### config.mk
export PLATFORM = sky130hd
export DESIGN_NAME = multicycle_control_unit
export DESIGN_NICKNAME = d
export VERILOG_FILES = /design/src/rtl/multicycle_control_unit_pkg.sv /design/src/rtl/multicycle_control_unit_alu_decoder.sv /design/src/rtl/multicycle_control_unit.sv
export SDC_FILE = /design/constraint.sdc
export NUM_CORES = 1
export LEC_CHECK = 0
export CAP_MARGIN = 20
export CORE_UTILIZATION = 30
export DETAILED_ROUTE_END_ITERATION = 8
export GPL_TIMING_DRIVEN = 0
export SLEW_MARGIN = 25
export SYNTH_ARGS = -nofsm -noshare
export SYNTH_HDL_FRONTEND = slang
export SYNTH_SLANG_ARGS = --single-unit
### constraint.sdc
create_clock -name clk -period 2.1 [get_ports clk]
set_input_delay 0.42 -clock clk [delete_from_list [all_inputs] [get_ports clk]]
set_output_delay 0.42 -clock clk [all_outputs]
set_load 0.01 [all_outputs]
### src/rtl/multicycle_control_unit_pkg.sv
// Shared definitions for the multicycle RV32I control unit: FSM states,
// opcode constants, ALU operation codes and datapath mux selects.
package multicycle_control_unit_pkg;

  localparam int OPC_W    = 7;
  localparam int ALU_OP_W = 3;

  typedef enum logic [3:0] {
    S_FETCH,
    S_DECODE,
    S_MEMADR,
    S_MEMREAD,
    S_MEMWB,
    S_MEMWRITE,
    S_EXEC_R,
    S_EXEC_I,
    S_ALUWB,
    S_JAL,
    S_BEQ
  } state_t;

  // Opcodes of the supported subset
  localparam logic [OPC_W-1:0] OP_LW    = 7'b0000011;
  localparam logic [OPC_W-1:0] OP_SW    = 7'b0100011;
  localparam logic [OPC_W-1:0] OP_RTYPE = 7'b0110011;
  localparam logic [OPC_W-1:0] OP_ITYPE = 7'b0010011;
  localparam logic [OPC_W-1:0] OP_JAL   = 7'b1101111;
  localparam logic [OPC_W-1:0] OP_BEQ   = 7'b1100011;

  // ALU operation codes, shared with Arithmetic_Logic_Unit
  localparam logic [ALU_OP_W-1:0] ALU_ADD = 3'b000;
  localparam logic [ALU_OP_W-1:0] ALU_SUB = 3'b001;
  localparam logic [ALU_OP_W-1:0] ALU_AND = 3'b010;
  localparam logic [ALU_OP_W-1:0] ALU_OR  = 3'b011;
  localparam logic [ALU_OP_W-1:0] ALU_XOR = 3'b100;
  localparam logic [ALU_OP_W-1:0] ALU_SLT = 3'b101;
  localparam logic [ALU_OP_W-1:0] ALU_SLL = 3'b110;
  localparam logic [ALU_OP_W-1:0] ALU_SRL = 3'b111;

  // Result mux
  localparam logic [1:0] RES_ALUOUT = 2'b00;
  localparam logic [1:0] RES_MEM    = 2'b01;
  localparam logic [1:0] RES_ALU    = 2'b10;

  // ALU operand A mux
  localparam logic [1:0] SRCA_PC     = 2'b00;
  localparam logic [1:0] SRCA_OLD_PC = 2'b01;
  localparam logic [1:0] SRCA_RS1    = 2'b10;

  // ALU operand B mux
  localparam logic [1:0] SRCB_RS2  = 2'b00;
  localparam logic [1:0] SRCB_IMM  = 2'b01;
  localparam logic [1:0] SRCB_FOUR = 2'b10;

  // Immediate format
  localparam logic [1:0] IMM_I = 2'b00;
  localparam logic [1:0] IMM_S = 2'b01;
  localparam logic [1:0] IMM_B = 2'b10;
  localparam logic [1:0] IMM_J = 2'b11;

endpackage

### src/rtl/multicycle_control_unit_alu_decoder.sv
// ALU decoder: maps funct3/funct7b5 of R- and I-type instructions onto the
// ALU operation code. funct7b5 only selects SUB for R-type; SRA is not
// supported, so funct3=101 is always SRL.
module alu_decoder
  import multicycle_control_unit_pkg::*;
(
  input  logic                is_rtype,
  input  logic [2:0]          funct3,
  input  logic                funct7b5,
  output logic [ALU_OP_W-1:0] alu_op
);

  // Pure combinational funct3 lookup
  always_comb begin
    // NOTE: the default assignment first means every path drives alu_op, so no latch is inferred.
    alu_op = ALU_ADD;
    unique case (funct3)
      3'b000:  alu_op = (is_rtype && funct7b5) ? ALU_SUB : ALU_ADD;
      3'b111:  alu_op = ALU_AND;
      3'b110:  alu_op = ALU_OR;
      3'b100:  alu_op = ALU_XOR;
      3'b010:  alu_op = ALU_SLT;
      3'b001:  alu_op = ALU_SLL;
      3'b101:  alu_op = ALU_SRL;
      default: alu_op = ALU_ADD;
    endcase
  end

endmodule

### src/rtl/multicycle_control_unit.sv
// Main FSM of the multicycle RV32I core. All outputs are decoded
// combinationally from the current state (plus mem_ready in the stalling
// states and zero in BEQ); only the state itself is registered.
module multicycle_control_unit
  import multicycle_control_unit_pkg::*;
(
  input  logic                clk,
  input  logic                rst_n,
  input  logic [OPC_W-1:0]    opcode,
  input  logic [2:0]          funct3,
  input  logic                funct7b5,
  input  logic                zero,
  input  logic                mem_ready,
  output logic                pc_write,
  output logic                adr_src,
  output logic                mem_write,
  output logic                ir_write,
  output logic                reg_write,
  output logic [1:0]          result_src,
  output logic [1:0]          alu_src_a,
  output logic [1:0]          alu_src_b,
  output logic [1:0]          imm_src,
  output logic [ALU_OP_W-1:0] alu_op,
  output logic                illegal
);

  state_t              state;
  state_t              state_next;
  logic [ALU_OP_W-1:0] dec_alu_op;

  alu_decoder u_alu_decoder (
    .is_rtype (opcode == OP_RTYPE),
    .funct3   (funct3),
    .funct7b5 (funct7b5),
    .alu_op   (dec_alu_op)
  );

  // State register with synchronous active-low reset
  always_ff @(posedge clk) begin
    // NOTE: sequential state uses non-blocking assignment so every flop samples pre-edge values.
    if (!rst_n) state <= S_FETCH;
    else        state <= state_next;
  end

  // Next-state and output decode
  always_comb begin
    state_next = state;
    pc_write   = 1'b0;
    adr_src    = 1'b0;
    mem_write  = 1'b0;
    ir_write   = 1'b0;
    reg_write  = 1'b0;
    result_src = RES_ALUOUT;
    alu_src_a  = SRCA_PC;
    alu_src_b  = SRCB_RS2;
    imm_src    = IMM_I;
    alu_op     = ALU_ADD;
    illegal    = 1'b0;

    unique case (state)
      S_FETCH: begin
        alu_src_b  = SRCB_FOUR;
        result_src = RES_ALU;
        ir_write   = mem_ready;
        pc_write   = mem_ready;
        if (mem_ready) state_next = S_DECODE;
      end
      S_DECODE: begin
        // Speculatively compute the branch target from the old PC
        alu_src_a = SRCA_OLD_PC;
        alu_src_b = SRCB_IMM;
        imm_src   = IMM_B;
        unique case (opcode)
          OP_LW, OP_SW: state_next = S_MEMADR;
          OP_RTYPE:     state_next = S_EXEC_R;
          OP_ITYPE:     state_next = S_EXEC_I;
          OP_JAL:       state_next = S_JAL;
          OP_BEQ:       state_next = S_BEQ;
          default: begin
            illegal    = 1'b1;
            state_next = S_FETCH;
          end
        endcase
      end
      S_MEMADR: begin
        alu_src_a  = SRCA_RS1;
        alu_src_b  = SRCB_IMM;
        imm_src    = (opcode == OP_SW) ? IMM_S : IMM_I;
        state_next = (opcode == OP_SW) ? S_MEMWRITE : S_MEMREAD;
      end
      S_MEMREAD: begin
        adr_src = 1'b1;
        if (mem_ready) state_next = S_MEMWB;
      end
      S_MEMWB: begin
        result_src = RES_MEM;
        reg_write  = 1'b1;
        state_next = S_FETCH;
      end
      S_MEMWRITE: begin
        adr_src   = 1'b1;
        mem_write = 1'b1;
        if (mem_ready) state_next = S_FETCH;
      end
      S_EXEC_R: begin
        alu_src_a  = SRCA_RS1;
        alu_src_b  = SRCB_RS2;
        alu_op     = dec_alu_op;
        state_next = S_ALUWB;
      end
      S_EXEC_I: begin
        alu_src_a  = SRCA_RS1;
        alu_src_b  = SRCB_IMM;
        imm_src    = IMM_I;
        alu_op     = dec_alu_op;
        state_next = S_ALUWB;
      end
      S_ALUWB: begin
        result_src = RES_ALUOUT;
        reg_write  = 1'b1;
        state_next = S_FETCH;
      end
      S_JAL: begin
        // PC <= branch target from DECODE; ALU forms old PC + 4 for rd
        alu_src_a  = SRCA_OLD_PC;
        alu_src_b  = SRCB_FOUR;
        result_src = RES_ALUOUT;
        pc_write   = 1'b1;
        imm_src    = IMM_J;
        state_next = S_ALUWB;
      end
      S_BEQ: begin
        alu_src_a  = SRCA_RS1;
        alu_src_b  = SRCB_RS2;
        alu_op     = ALU_SUB;
        result_src = RES_ALUOUT;
        pc_write   = zero;
        state_next = S_FETCH;
      end
      default: state_next = S_FETCH;
    endcase

    // Drop architectural write strobes while reset is asserted so an
    // interrupted store or writeback never commits.
    if (!rst_n) begin
      mem_write = 1'b0;
      reg_write = 1'b0;
    end
  end

endmodule

# Yosys cells after proc, flatten, opt, wreduce, memory -nomap -nowiden
# Cells that the tools add are included.
[totals] register_bits=4 output_inout_bits=17
[op_classes] n_eq_ne=25 muxes=23 reduce_logical=14
[ops] cell="4-bit one-hot mux with 6 select lines" n=1
[ops] cell="3-bit one-hot mux with 7 select lines" n=1
[ops] cell="4-bit one-hot mux with 5 select lines" n=1
[ops] cell="4-bit by 3-bit == test with 1-bit output (second input constant)" n=4
[ops] cell="7-bit by 6-bit == test with 1-bit output (second input constant)" n=2
[ops] cell="7-bit == test (second input constant)" n=2
[ops] cell="3-bit == test (second input constant)" n=4
[ops] cell="4-bit == test (second input constant)" n=3
[ops] cell="4-bit two-way mux" n=3
[ops] cell="2-bit one-hot mux with 2 select lines" n=3
[ops] cell="2-bit OR reduction" n=6
[ops] cell="1-bit two-way mux" n=10
[ops] cell="4-bit by 2-bit == test with 1-bit output (second input constant)" n=2
[ops] cell="7-bit by 2-bit == test with 1-bit output (second input constant)" n=1
[ops] cell="7-bit by 5-bit == test with 1-bit output (second input constant)" n=1
[ops] cell="2-bit != test (second input constant)" n=3
[ops] cell="2-bit one-hot mux with 3 select lines" n=1
[ops] cell="3-bit one-hot mux with 2 select lines" n=1
[ops] cell="3-bit OR reduction" n=2
[ops] cell="6-bit OR reduction" n=1
[ops] cell="4-bit by 1-bit == test with 1-bit output (second input constant)" n=1
[ops] cell="4-bit zero test" n=1
[ops] cell="4-bit OR reduction" n=1
[ops] cell="3-bit by 1-bit == test with 1-bit output (second input constant)" n=1
[ops] cell="6 further kinds" n=6

# Depth between registers and ports, before layout
[logic_depth] word_depth=5 depth_mapped=5 depth_no_buf=4

# Hierarchy
# Synthesis repeated with hierarchy kept, for this count alone.
[hier_totals] cells_unflattened=84 hier_area_um2=655.6
[modules_own_cells] module="multicycle_control_unit" n_inst=1 cells_per_inst=78 area_each_um2=605.6 seq_area_each_um2=80.1
[modules_own_cells] module="alu_decoder" n_inst=1 cells_per_inst=6 area_each_um2=50.0 seq_area_each_um2=0.0

# Least setup slack after synthesis
# OpenSTA, ideal clock, no wires.
[synth_timing] path_type="input to output" start="input port opcode[3]" end="output port imm_src[0]" arrival_time_ns=1.251 setup_slack_ns=0.429 cell_stages=4 n_path_buf=0 cell_sequence="nor3_1 nor2b_1 nand4_1 a21oi_1"
[synth_between] elab_chain_len=3
[synth_lines] element="start: declaration" line="multicycle_control_unit.sv:9" source="input logic [OPC_W-1:0] opcode,"
[synth_lines] element="7-bit by 6-bit == test with 1-bit output" line="multicycle_control_unit.sv:88" source="imm_src = (opcode == OP_SW) ? IMM_S : IMM_I;"
[synth_lines] element="1-bit two-way mux" line="multicycle_control_unit.sv:88"
[synth_lines] element="2-bit one-hot mux with 3 select lines" line="multicycle_control_unit.sv:60" source="unique case (state)"
[synth_lines] element="end: declaration" line="multicycle_control_unit.sv:22" source="output logic [1:0] imm_src,"
# No other way between the ends.

# Final worst setup path
[layout_timing] start="register state[1]" end="output port adr_src"
[layout_between] elab_chain_len=3 word_cells_on_any_way=4 classes_between="eq/ne (2); mux (1); reduce/logical (1)"
[layout_lines] element="start: declaration" line="multicycle_control_unit.sv:27" source="state_t state;"
[layout_lines] element="start signal: assignment" line="multicycle_control_unit.sv:42" source="else state <= state_next;"
[layout_lines] element="4-bit by 3-bit == test with 1-bit output or 4-bit by 2-bit == test with 1-bit output (tied branches)" line="multicycle_control_unit.sv:60"
[layout_lines] element="2-bit OR reduction (no source line) (*)"
[layout_lines] element="1-bit two-way mux (*)" line="multicycle_control_unit.sv:60"
[layout_lines] element="end: declaration" line="multicycle_control_unit.sv:15" source="output logic adr_src,"
# Mark *: on every way between the ends. The rest lies on a longest branch, timed or not.

==> metrics.cfg <==
[outcome]
status=complete, no violations

[power]
cellLeakagePower_nw=0.487
ir_drop_v=0.000376
p_per_area_nw_per_um2=301
pwr-share-clk_pct=30.4
power_frac_comb_pct=43.1
p_switching_mw=0.0947
p_int_mw=0.212
power_mw=0.307
switching_share_pct=30.9
seqPwrFrac_pct=26.4

[placed_design]
hpwlAfterDp_um=1370
globalplace.congestion=0.787
placed_cell_area_um2=942
place_ws_ns=-0.715
port_buffers=31

[cts]
root_buffer=clkbuf_4
numCtsBuffers=3
clk_latency_ns=0.23
cts_buffer_depth=2
cts_tree=done
h-tree-depth=1
holdBufCountCts=0
clk_pin_slew_ns=0.04
clock_sinks=4

[worst_setup_path]
worstPathArrival_ns=1.63
crit_required_ns=1.68
crit_type=reg2out
critPathMaxFanout=10
end_kind=primary output
start_kind=flop

[synth]
synth_xor_area_share_pct=7.29
syn_inst=87
yosysTopAreaCellShare_pct=13.3
ys_warn_count=0
netlist-cell-type-count=37
synth_edf_count=0
synth_top_family_by_area=simple AND/OR/NAND/NOR gates
yosysSeqAreaShare_pct=13.3
async_flop_share_pct=0
ys_seq_elements=4
synth.area.top_cells=dfxtp_1 13%, xor2_1 5.8%, nor2_1 5.6%, and3_1 5.2%, and2_1 4.2%
syn_area_um2=601
synthAdderAreaFrac_pct=0
synth-main-ff-cell=dfxtp_1
synth_top_cell_by_area=dfxtp_1
synth_compound_area_share_pct=26.2
avgSynthCellArea_um2=6.90
syn-num-nets=102
synth-simple-area-share_pct=42.3
synth.area.mux_share_pct=3.33

[timing]
tightest_slew_ns=0.284
tns_ns=0
slew_viol_final=0
setup_violations=0
skew_ns=0.000699
min_period_over_period_pct=97.5
whs_ns=0.573
clock.fmax_mhz=489
fin_crit_ns=2.05
setup_ws_ns=0.0535
rsz0062_at_grt=false
hold_viol_final=0
max_slew_margin_pct=81.0

[drt]
drtPass1Iterations=4
wire_per_inst_um=13.1
viasPerCell=5.15
drt_iter0_drc=14
ant_nets=0
drc=0
vias=752
drt_wl_total_um=1910

[die]
start_util_pct=33.3
die_area_um2=2180
core_um2=1800
die_h_um=46.7
die_x_um=46.7
rows=15
pin_count=32

[cells_and_area]
top_regs=state: 4 flops
drive_gt1_share_pct=24.0
design_area_um2=1020
final_cell_mix=10 x clkdlybuf4s50_1, 10 x dlygate4sd2_1, 8 x nor2_1
num-nets-final=138
area_growth_pct=69.4
top_register=state
num_antenna_cells=0
largest_reg_flops=4

[hold_path]
hold_class=in2reg

[grt]
overflow=0
grt_first_pass_wirelength_um=2950
grt_pass1_vias=685
grt_antenna_before_repair=0
grt_max_degree=11
grt_use_total_pct=18.5

[job]
maxCapViolCount=0

==> cell type report <==
class                           count  area, um2
Clock buffer                        3       22.5
Inverter                            4       15.0
Buffer                              5       48.8
Sequential cell                     4       87.6
Tap cell                           25       31.3
Fill cell                         194        785
Multi-Input combinational cell     73        513
Timing Repair Buffer               32        299
==> power by group through the flow <==
stage / clock, mW / combinational (mW) / sequential (mW)
after floorplan: 0 / 0.0607 / 0.0816
after global placement: 0 / 0.133 / 0.0829
after detailed placement: 0 / 0.135 / 0.0825
after CTS: 0.0959 / 0.134 / 0.0823
after global routing: 0.100 / 0.144 / 0.0813
final: 0.0933 / 0.132 / 0.0810
==> metal layers <==
layer,global-route usage (%),routed length (um)
met1,25.6,914
met2,31.1,922
met3,3.46,71
met4,1.71,0
met5,0,0
==> path summary, 6_finish.rpt <==
kind / slack, ns / end / depth (start not counted) / start
min reg2reg: 0.63 / state[2]$_SDFFE_PN0P_ / 3 / state[2]$_SDFFE_PN0P_
min: 0.57 / state[1]$_SDFFE_PN0P_ / 3 / opcode[3]
max: 0.05 / adr_src / 4 / state[1]$_SDFFE_PN0P_
max reg2reg: 0.74 / state[1]$_SDFFE_PN0P_ / 5 / state[0]$_SDFFE_PN0P_
==> critical path: stages (launching register included) <==
cell	delay (ns)
dfxtp_2	0.39
buf_6	0.16
xnor2_1	0.09
nor3b_1	0.19
clkdlybuf4s50_1	0.56
==> cells by family after synthesis <==
kind of cell / after synthesis
simple gates: 44
compound gates: 22
mux: 2
buf+inv: 10
xor+xnor: 5
flops: 4
==> timing repair <==
action | in CTS | in global routing
pin swaps | 1 | 1
endpoints found under the setup margin | 16 | 9
gates resized for setup | 42 | 13
setup buffers | 1 | 0
==> Yosys cell counts (2+ instances only) <==
cell      count
clkbuf_1      2
nand2b_1      3
and2_1        4
nor2_1        9
dfxtp_1       4
nor3_1        3
nand2_1       6
mux2i_1       2
buf_2         3
o22ai_1       3
nand3_1       3
nor2b_1       2
o21ai_0       3
and3_1        5
a21oi_1       4
a21boi_0      2
xor2_1        4
o21a_1        2
inv_1         4
nor3b_1       2
==> through the flow <==
step                instances  utilization, %
floorplan                  87               -
global placement          143            52.3
detailed placement        143            52.3
CTS                       146            56.2
global route              146            56.5
finish                    146            56.5
No activity file was read; power rests on OpenSTA's default activity.
